<file path="config.mk">
export PLATFORM = sky130hd
export DESIGN_NAME = hazard_scoreboard
export DESIGN_NICKNAME = d
export VERILOG_FILES = /design/src/rtl/hazard_scoreboard_pkg.sv /design/src/rtl/hazard_sb_entry.sv /design/src/rtl/hazard_scoreboard.sv
export SDC_FILE = /design/constraint.sdc
export NUM_CORES = 1
export LEC_CHECK = 0
export CORE_AREA = 2 2 168 170
export DETAILED_ROUTE_END_ITERATION = 8
export DIE_AREA = 0 0 170 172
export GPL_TIMING_DRIVEN = 0
export PLACE_DENSITY_LB_ADDON = 0.1
export SETUP_SLACK_MARGIN = 0.3
export SYNTH_ARGS = -nofsm -noshare
export SYNTH_HDL_FRONTEND = slang
export SYNTH_SLANG_ARGS = --single-unit
</file>
<file path="constraint.sdc">
create_clock -name CLK -period 4.9 [get_ports CLK]
set_input_delay 0.49 -clock CLK [delete_from_list [all_inputs] [get_ports CLK]]
set_output_delay 0.49 -clock CLK [all_outputs]
set_load 0.03 [all_outputs]
</file>
<file path="src/rtl/hazard_scoreboard_pkg.sv">
// Shared types for the hazard scoreboard: register select, latency, FSM state.
// Latency: n/a (types and constants only).
// Backpressure: n/a.
//
// The typedefs below describe the default build (32 registers, 3-bit
// latency). Parametrised modules size their own buses from their parameters.
package hazard_scoreboard_pkg;

  localparam int HZ_NREGS         = 32;
  localparam int HZ_LAT_W         = 3;
  localparam int HZ_FLUSH_CYC_MAX = 7;
  // Wide enough to hold HZ_FLUSH_CYC_MAX-1.
  localparam int HZ_FCNT_W        = 3;

  typedef logic [$clog2(HZ_NREGS)-1:0] regsel_t;
  typedef logic [HZ_LAT_W-1:0]         lat_t;

  typedef enum logic [1:0] {
    RUN      = 2'd0,
    MEM_WAIT = 2'd1,
    FLUSH    = 2'd2
  } hz_state_t;

endpackage

</file>
<file path="src/rtl/hazard_sb_entry.sv">
// One scoreboard slot: countdown of cycles until a pending register write is readable.
// Latency: load visible on count one edge after load; decrements one per advancing edge.
// Backpressure: advance=0 freezes the counter; load always wins over decrement.
//
// Ports:
//   clk, rst        pipeline clock, asynchronous active-high reset
//   load, load_val  start tracking a new write with load_val cycles to go
//   advance         let a nonzero count step down this edge
//   count, busy     current countdown and (count != 0)
module hazard_sb_entry #(
  parameter int LAT_W = 3
) (
  input  logic             clk,
  input  logic             rst,
  input  logic             load,
  input  logic [LAT_W-1:0] load_val,
  input  logic             advance,
  output logic [LAT_W-1:0] count,
  output logic             busy
);

  always_ff @(posedge clk or posedge rst) begin
    if (rst) begin
      count <= '0;
    end else if (load) begin
      // A newer write to the same register supersedes the one in flight.
      count <= load_val;
    end else if (advance && (count != '0)) begin
      count <= count - LAT_W'(1);
    end
  end

  assign busy = (count != '0);

endmodule

</file>
<file path="src/rtl/hazard_scoreboard.sv">
// Issue-stage hazard unit: per-register countdown scoreboard, dcache-miss wait and redirect flush.
// Latency: stall/flush are combinational from the current inputs; scoreboard updates on the next edge.
// Backpressure: stall freezes PC/IF/ID/ID/EX; a dcache miss freezes the scoreboard; redirect squashes issue.
//
// Ports:
//   CLK, RST                 pipeline clock, asynchronous active-high reset
//   issue_valid              decode holds a valid instruction
//   rsel1/rsel2, use1/use2   source registers and whether each is read
//   wsel, wen, wlat          destination register, write enable, cycles until readable
//   redirect                 taken branch / jump resolved (level)
//   dmem_req, dhit           MEM stage request outstanding, dcache completes this cycle
//   stall, flush             pipeline freeze and IF/ID + ID/EX squash
//   busy                     per-register pending-write vector (bit 0 always 0)
//   fwd1, fwd2               operand comes from the forward path
//
// Build option: define HAZARD_SCOREBOARD_FWD_EN to treat a count of 1 as
// "result on the forward path": such a source no longer stalls and raises
// fwdN instead. Without it, fwd1/fwd2 are tied low.
module hazard_scoreboard
  import hazard_scoreboard_pkg::*;
#(
  parameter int NREGS     = 32,
  parameter int LAT_W     = 3,
  parameter int FLUSH_CYC = 1
) (
  input  logic                     CLK,
  input  logic                     RST,
  input  logic                     issue_valid,
  input  logic [$clog2(NREGS)-1:0] rsel1,
  input  logic [$clog2(NREGS)-1:0] rsel2,
  input  logic                     use1,
  input  logic                     use2,
  input  logic [$clog2(NREGS)-1:0] wsel,
  input  logic                     wen,
  input  logic [LAT_W-1:0]         wlat,
  input  logic                     redirect,
  input  logic                     dmem_req,
  input  logic                     dhit,
  output logic                     stall,
  output logic                     flush,
  output logic [NREGS-1:0]         busy,
  output logic                     fwd1,
  output logic                     fwd2
);

  localparam int SW = $clog2(NREGS);

  // ------------------------------------------------------------------
  // Scoreboard storage
  // ------------------------------------------------------------------
  logic [LAT_W-1:0] cnt [NREGS];

  hz_state_t             state;
  logic [HZ_FCNT_W-1:0]  fcnt;

  logic mem_stall;
  logic src1_live, src2_live;
  logic hz1, hz2;
  logic flush_now;
  logic accept;
  logic advance;
  logic track;

  // Register 0 is hardwired zero: never pending, never tracked.
  assign cnt[0]  = '0;
  assign busy[0] = 1'b0;

  // wlat == 0 means the result is readable at once, so nothing is recorded
  // (and an entry already counting for that register is left alone).
  assign track = accept & wen & (wlat != '0);

  for (genvar r = 1; r < NREGS; r++) begin : g_entry
    hazard_sb_entry #(
      .LAT_W (LAT_W)
    ) u_entry (
      .clk      (CLK),
      .rst      (RST),
      .load     (track & (wsel == SW'(r))),
      .load_val (wlat),
      .advance  (advance),
      .count    (cnt[r]),
      .busy     (busy[r])
    );
  end

  // ------------------------------------------------------------------
  // Source operand lookup
  // ------------------------------------------------------------------
  assign src1_live = use1 & (rsel1 != '0);
  assign src2_live = use2 & (rsel2 != '0);

`ifdef HAZARD_SCOREBOARD_FWD_EN
  // Count 1 means the producer is in the stage that feeds the bypass
  // network, so only longer countdowns have to hold issue.
  assign hz1  = src1_live & (cnt[rsel1] > LAT_W'(1));
  assign hz2  = src2_live & (cnt[rsel2] > LAT_W'(1));
  assign fwd1 = src1_live & (cnt[rsel1] == LAT_W'(1));
  assign fwd2 = src2_live & (cnt[rsel2] == LAT_W'(1));
`else
  assign hz1  = src1_live & (cnt[rsel1] != '0);
  assign hz2  = src2_live & (cnt[rsel2] != '0);
  assign fwd1 = 1'b0;
  assign fwd2 = 1'b0;
`endif

  // ------------------------------------------------------------------
  // Stall / flush / accept
  // ------------------------------------------------------------------
  // The miss stall covers both the first cycle of a miss (still in RUN) and
  // the whole MEM_WAIT stay, including the dhit cycle that ends it.
  assign mem_stall = (state == MEM_WAIT) | (dmem_req & ~dhit);

  assign stall = mem_stall | (issue_valid & (hz1 | hz2));

  // A miss outranks a redirect: the redirect is held by its source and
  // picked up again once the pipeline is back in RUN.
  assign flush_now = (state == RUN) & redirect & ~mem_stall;
  assign flush     = flush_now | (state == FLUSH);

  // Redirect outranks issue, so an instruction squashed this cycle never
  // reaches the scoreboard.
  assign accept  = issue_valid & ~stall & ~flush;

  // In-flight results keep retiring during a flush; only a miss freezes them.
  assign advance = ~mem_stall;

  // ------------------------------------------------------------------
  // Control FSM
  // ------------------------------------------------------------------
  // fcnt counts the FLUSH cycles still to go after the current one, so
  // FLUSH lasts FLUSH_CYC cycles after the redirect cycle itself.
  always_ff @(posedge CLK or posedge RST) begin
    if (RST) begin
      state <= RUN;
      fcnt  <= '0;
    end else begin
      case (state)
        RUN: begin
          if (dmem_req & ~dhit) begin
            state <= MEM_WAIT;
          end else if (redirect) begin
            state <= FLUSH;
            fcnt  <= HZ_FCNT_W'(FLUSH_CYC - 1);
          end
        end
        MEM_WAIT: begin
          if (dhit) begin
            state <= RUN;
          end
        end
        FLUSH: begin
          if (fcnt == '0) begin
            state <= RUN;
          end else begin
            fcnt <= fcnt - HZ_FCNT_W'(1);
          end
        end
        default: begin
          state <= RUN;
          fcnt  <= '0;
        end
      endcase
    end
  end

endmodule
</file>
# Word-level counts from Yosys, hierarchy flattened
# Index checks and enable logic that the tools add are counted.
# word_totals
regBits	98
in_bits	27
wordCells	339
# op_classes
addsub	32
n_lt_le_gt_ge	2
eq_ne	39
muxes	77
bitwise	54
reduce_logical	102
# op_table
operator	n
3-bit 2-to-1 mux	69
3-bit nonzero test	34
3-bit by 1-bit subtractor with 3-bit output, second input constant	32
5-bit equality test, second input constant	16
2-bit nonzero test	31
1-bit AND	43
5-bit by 4-bit equality test with 1-bit output, second input constant	8
1-bit logical AND	31
3-bit binary-select mux with 5-bit select	2
5-bit by 3-bit equality test with 1-bit output, second input constant	4
6-bit >= comparator, second input constant	2
5-bit NOT with 6-bit output	2
5-bit by 2-bit equality test with 1-bit output, second input constant	2
5-bit nonzero test	2
3-bit case mux with 3 select lines	1
2-bit 2-to-1 mux	4
2-bit inequality test, second input constant	4
2-bit case mux with 3 select lines	1
5-bit by 1-bit equality test with 1-bit output, second input constant	1
1-bit NOT	5
1-bit bitwise OR	4
4-bit AND reduction	1
3-bit logical NOT	1
3-bit by 2-bit inequality test with 1-bit output, second input constant	1
other kinds (5)	5

# Depth between registers and ports, before layout
# depth
word_depth	16
depth_mapped	10
mapped_depth_nobuf	7

# Modules after synthesis
# From an unflattened synthesis, not the netlist that was laid out.
# unflattened
cells_unflattened	993
hier_area_um2	8438.1
# by_module_without_submodules
module	n_inst	cells_each	area_each_um2	seq_area_each_um2
hazard_sb_entry	31	23	203.9	75.1
hazard_scoreboard	1	280	2115.8	125.1

# Least setup slack after synthesis
# Ideal clock, no wire load.
# synth_path
kind	input -> output
startpoint	input rsel1[0]
endpoint	output stall
arrival_time_ns	2.364
required_ns	4.410
slack_ns	2.046
cell_stages	7
n_path_buf	2
path_cell_list	buf_2 > mux4_2 > a2111oi_2 > nor3_1 > o211a_2 > buf_4 > or3_1
# synth_via
elab_chain_cells	9
elab_cells_between_ends	11
# synth_rtl
item	line_no	rtl
from (decl)	hazard_scoreboard.sv:29	input logic [$clog2(NREGS)-1:0] rsel1,
5-bit NOT with 6-bit output (implied by the code)	hazard_scoreboard.sv:100	assign hz1 = src1_live & (cnt[rsel1] != '0);
3-bit binary-select mux with 5-bit select	hazard_scoreboard.sv:100	
3-bit 2-to-1 mux (implied by the code) (2 in a row)	hazard_scoreboard.sv:100	
3-bit nonzero test	hazard_scoreboard.sv:100	
1-bit AND (*)	hazard_scoreboard.sv:100	
1-bit bitwise OR (*)	hazard_scoreboard.sv:113	assign stall = mem_stall | (issue_valid & (hz1 | hz2));
1-bit AND (*)	hazard_scoreboard.sv:113	
1-bit bitwise OR (*)	hazard_scoreboard.sv:113	
to (decl)	hazard_scoreboard.sv:39	output logic stall,
# Every way passes the cells marked *; elsewhere a longest branch is shown, timed or not. The select of a mux whose other input is x is not followed.

# Worst setup path in the final report
# layout_path
startpoint	input rsel1[1]
endpoint	output stall
# The elaborated chain is that of the path after synthesis.

==> results summary <==
The flow ran to the end, and the final reports show no timing, DRC or antenna violations. The deepest clock path buffer count came out at 2. The number of enable flip-flop cells after synthesis is 0. TritonCTS built the clock tree. STA classifies the critical path startpoint as an input port. The min-delay analysis places its worst path in the category flop to flop. The clock drives 98 sinks. The Yosys step of the flow raised 0 warnings. The number of rows in the core area came out at 61. The portion of the post-synthesis area used by sequential elements is 30.08%. The number of buffers inserted by hold repair at cts came out at 0.

The half-perimeter wire length after detailed placement is 18980 um. The cell taking the most area after synthesis is sky130_fd_sc_hd__dfrtp_1. The number of failing setup endpoints in the final timing report came out at 0. The total inserted antenna cells came out at 0. In the layout the commonest cells are sky130_fd_sc_hd__dfrtp_1, sky130_fd_sc_hd__inv_1, sky130_fd_sc_hd__ha_1. The total count of max-transition violations in the final report came to 0.

The total count of hold-check failures in the final report came out at 0. The detailed-route via count is 6058. Static timing analysis puts the maximum clock frequency at 223.5 MHz.

The post-detailed-route via-to-cell ratio is 4.917. The total setup buffers inserted after CTS came out at 0. The total leakage power came out at 3.758 nW. The number of register bits inferred by synthesis came out at 98. The area added between synthesis and finish came out at 16.45%. In this run the biggest area consumer among cell types represents 30.08% of the synthesized area.

The count of port buffers added during placement came out at 55. STA classifies the critical path endpoint as an output pin. Summing every instance area after synthesis gives 8152 um2. The actual transition at the worst max-transition pin is 0.8599 ns. Leaving out fill and tap cells, the most frequent cell in the layout is sky130_fd_sc_hd__dfrtp_1. The per-cell routed wire length is 20.15 um. Sorting the synthesized cells by area gives the leading types as sky130_fd_sc_hd__dfrtp_1, sky130_fd_sc_hd__ha_1, sky130_fd_sc_hd__mux2_2.

For this run the aggregate overflow at the end of global routing stands at 0. The clock transition at the register clock pins on the worst setup and hold paths after CTS is 0.07 ns. The initial cell density of the core came out at 29.67%. The number of DRC violations after detailed routing is 0. The detailed-router iteration count before antenna repair came out at 4. The post-route non-filler standard cell count came out at 1232. The vertical extent of the die is 172 um.

The die covers 29240 um2. The wire length of the first global-routing pass came out at 38390 um. The count of cell types in the netlist came out at 59. The count of instances resized after the clock tree is built is 0. The number of standard cells after synthesis came out at 813. In this run the most critical hold path is launched from fcnt[1]. The worst-case hold slack came out at 0.4916 ns. The share of synthesized registers carrying an async set or reset came out at 100.0%.

The clock period could shrink to 4.474 ns. The number of violations reported at the end of detailed-routing iteration 0 is 336. The post-route netlist has 19.75% of its cells at a drive strength greater than 1. The total of max-cap violations is 0. Overall power consumption after layout is estimated at 5.644 mW. The power per unit of standard cell area came out at 594.5 nW/um2. The total instance count after detailed placement came out at 1217. The placeable core area came out at 27480 um2. The setup path with the least slack is of type input port to output pin. The latest clock arrival within the worst-skew pair came out at 0.36 ns. The weighted congestion reported at the end of routability-driven placement is 0.8706. The die outline width came out at 170 um. The master cell of the clock root buffer is sky130_fd_sc_hd__clkbuf_16.

The data required time at the worst endpoint is 4.41 ns. Global routing used 17.70% of the available tracks. The startpoint identified for the worst register-to-register timing path is g_entry[3].u_entry.count[2]. In the final timing run, aggregate negative setup slack is 0 ns. The most used flip-flop cell after synthesis is sky130_fd_sc_hd__dfrtp_1. The maximum fanout along the worst path came out at 10.

The critical path starts at rsel1[1]. The H-tree was split into 3 levels. The total CTS buffers came out at 9. The net count of the finished layout is 973. The final wirelength came out at 24820 um.

The average instance in the mapped netlist occupies 10.03 um2. The final cycle utilization of the critical path came out at 91.30%. The number of top-level design ports is 63. The number of global-route vias before repair is 6159. The worst vdd rail ir drop came out at 0.2323 mV. Setup repair after global routing left no endpoint under its margin. Once layout is complete, the utilization of the core stands at 34.55%. The number of routed nets with antenna violations is 0.

The number of antenna violations at the first check in global routing is 0. The worst-case headroom to the max-slew limit came out at 42.67%. Entering global routing, the biggest net connects 65 pins.

The arrival time reported for the critical path endpoint came out at 3.98 ns. The worst clock skew is 0.007590 ns.
-- cells in the mapped netlist, drive strengths merged (2+ instances only) --
cell,n
mux2i,2
nand2b,39
mux2,94
or3,4
or2,3
and2,14
nand4,2
or3b,4
nor2,25
xnor2,61
nand3,23
a31oi,3
nand3b,2
nor3,21
nor4,51
buf,50
a21oi,20
inv,69
nand2,59
o21ai,29
a311oi,7
clkbuf,20
dfrtp,98
nor4b,12
a211oi,5
a2111oi,3
o21a,2
o211ai,4
nor3b,3
ha,64
mux4,5
-- state kept, by name, summed over array words and instances (netlist names) --
name	flops
fcnt	3
g_entry.u_entry.count	93
state	2
-- worst max-delay path, cell delays in order --
cell	delay [ns]
sky130_fd_sc_hd__clkdlybuf4s50_1	0.63
sky130_fd_sc_hd__buf_2	0.34
sky130_fd_sc_hd__nor4_1	0.44
sky130_fd_sc_hd__a21oi_1	0.17
sky130_fd_sc_hd__a311oi_1	0.33
sky130_fd_sc_hd__nand3_1	0.15
sky130_fd_sc_hd__o211a_2	0.23
sky130_fd_sc_hd__buf_4	0.24
sky130_fd_sc_hd__or3_1	0.34
sky130_fd_sc_hd__clkdlybuf4s50_1	0.60
-- worst paths after layout --
kind                       cells past startpoint                      endpoint  slack [ns]
min in group asynchronous                      2  g_entry[26].u_entry.count[1]        0.50
setup reg to reg                               8  g_entry[25].u_entry.count[2]        1.77
setup / recovery                              10                         stall        0.43
max in group asynchronous                      3   g_entry[8].u_entry.count[0]        3.71
hold / removal                                 2                       fcnt[1]        0.49
hold reg to reg                                2                       fcnt[1]        0.49
-- kinds of logic (layout without fill, tap and decap cells) --
group	count (synthesis)	in the layout	share of synthesized area (%)
AND/OR/NAND/NOR	265	265	23.32
buffers and inverters	139	210	8.810
multiplexers	101	101	14.61
flip-flops	98	98	30.08
AO/OA/AOI/OAI	84	84	6.754
adder cells (fa/ha/maj)	64	64	9.824
XOR/XNOR	61	61	6.554
other	1	3	0.04600
-- layout make-up --
type | instances | area, um2
multi-input cells | 578 | 4989
fillers | 2834 | 17980
plain buffers | 70 | 459.2
clock inverters | 5 | 78.83
inverters | 69 | 264.0
flip-flops and latches | 98 | 2452
clock buffers | 10 | 239.0
repair buffers | 56 | 578.1
well taps | 346 | 432.9
-- power by group --
group          internal (mW)  total [mW]  switching, mW  leakage [nW]
Combinational           1.59        3.13           1.54          2.45
Sequential              1.25        1.71          0.460          1.15
Clock                  0.459       0.800          0.341         0.158
Total                   3.30        5.64           2.34          3.76
-- per-stage QoR --
| stage | instance area, um2 | setup WS, ns |
|---|---|---|
| detailed placement | 9175 | 0.4919 |
| global route | 9493 | 0.3296 |
| CTS | 9493 | 0.4988 |
| global placement | 9143 | -0.3231 |
| floorplan | 8159 | 1.848 |
| finish | 9493 | 0.4262 |
-- metal layers --
layer | global-route usage [%] | routed length (um)
met2 | 28.80 | 11410
met3 | 1.831 | 783
met1 | 24.62 | 12060
met4 | 5.909 | 561
met5 | 0 | 0
No activity file was read; power rests on OpenSTA's default activity.
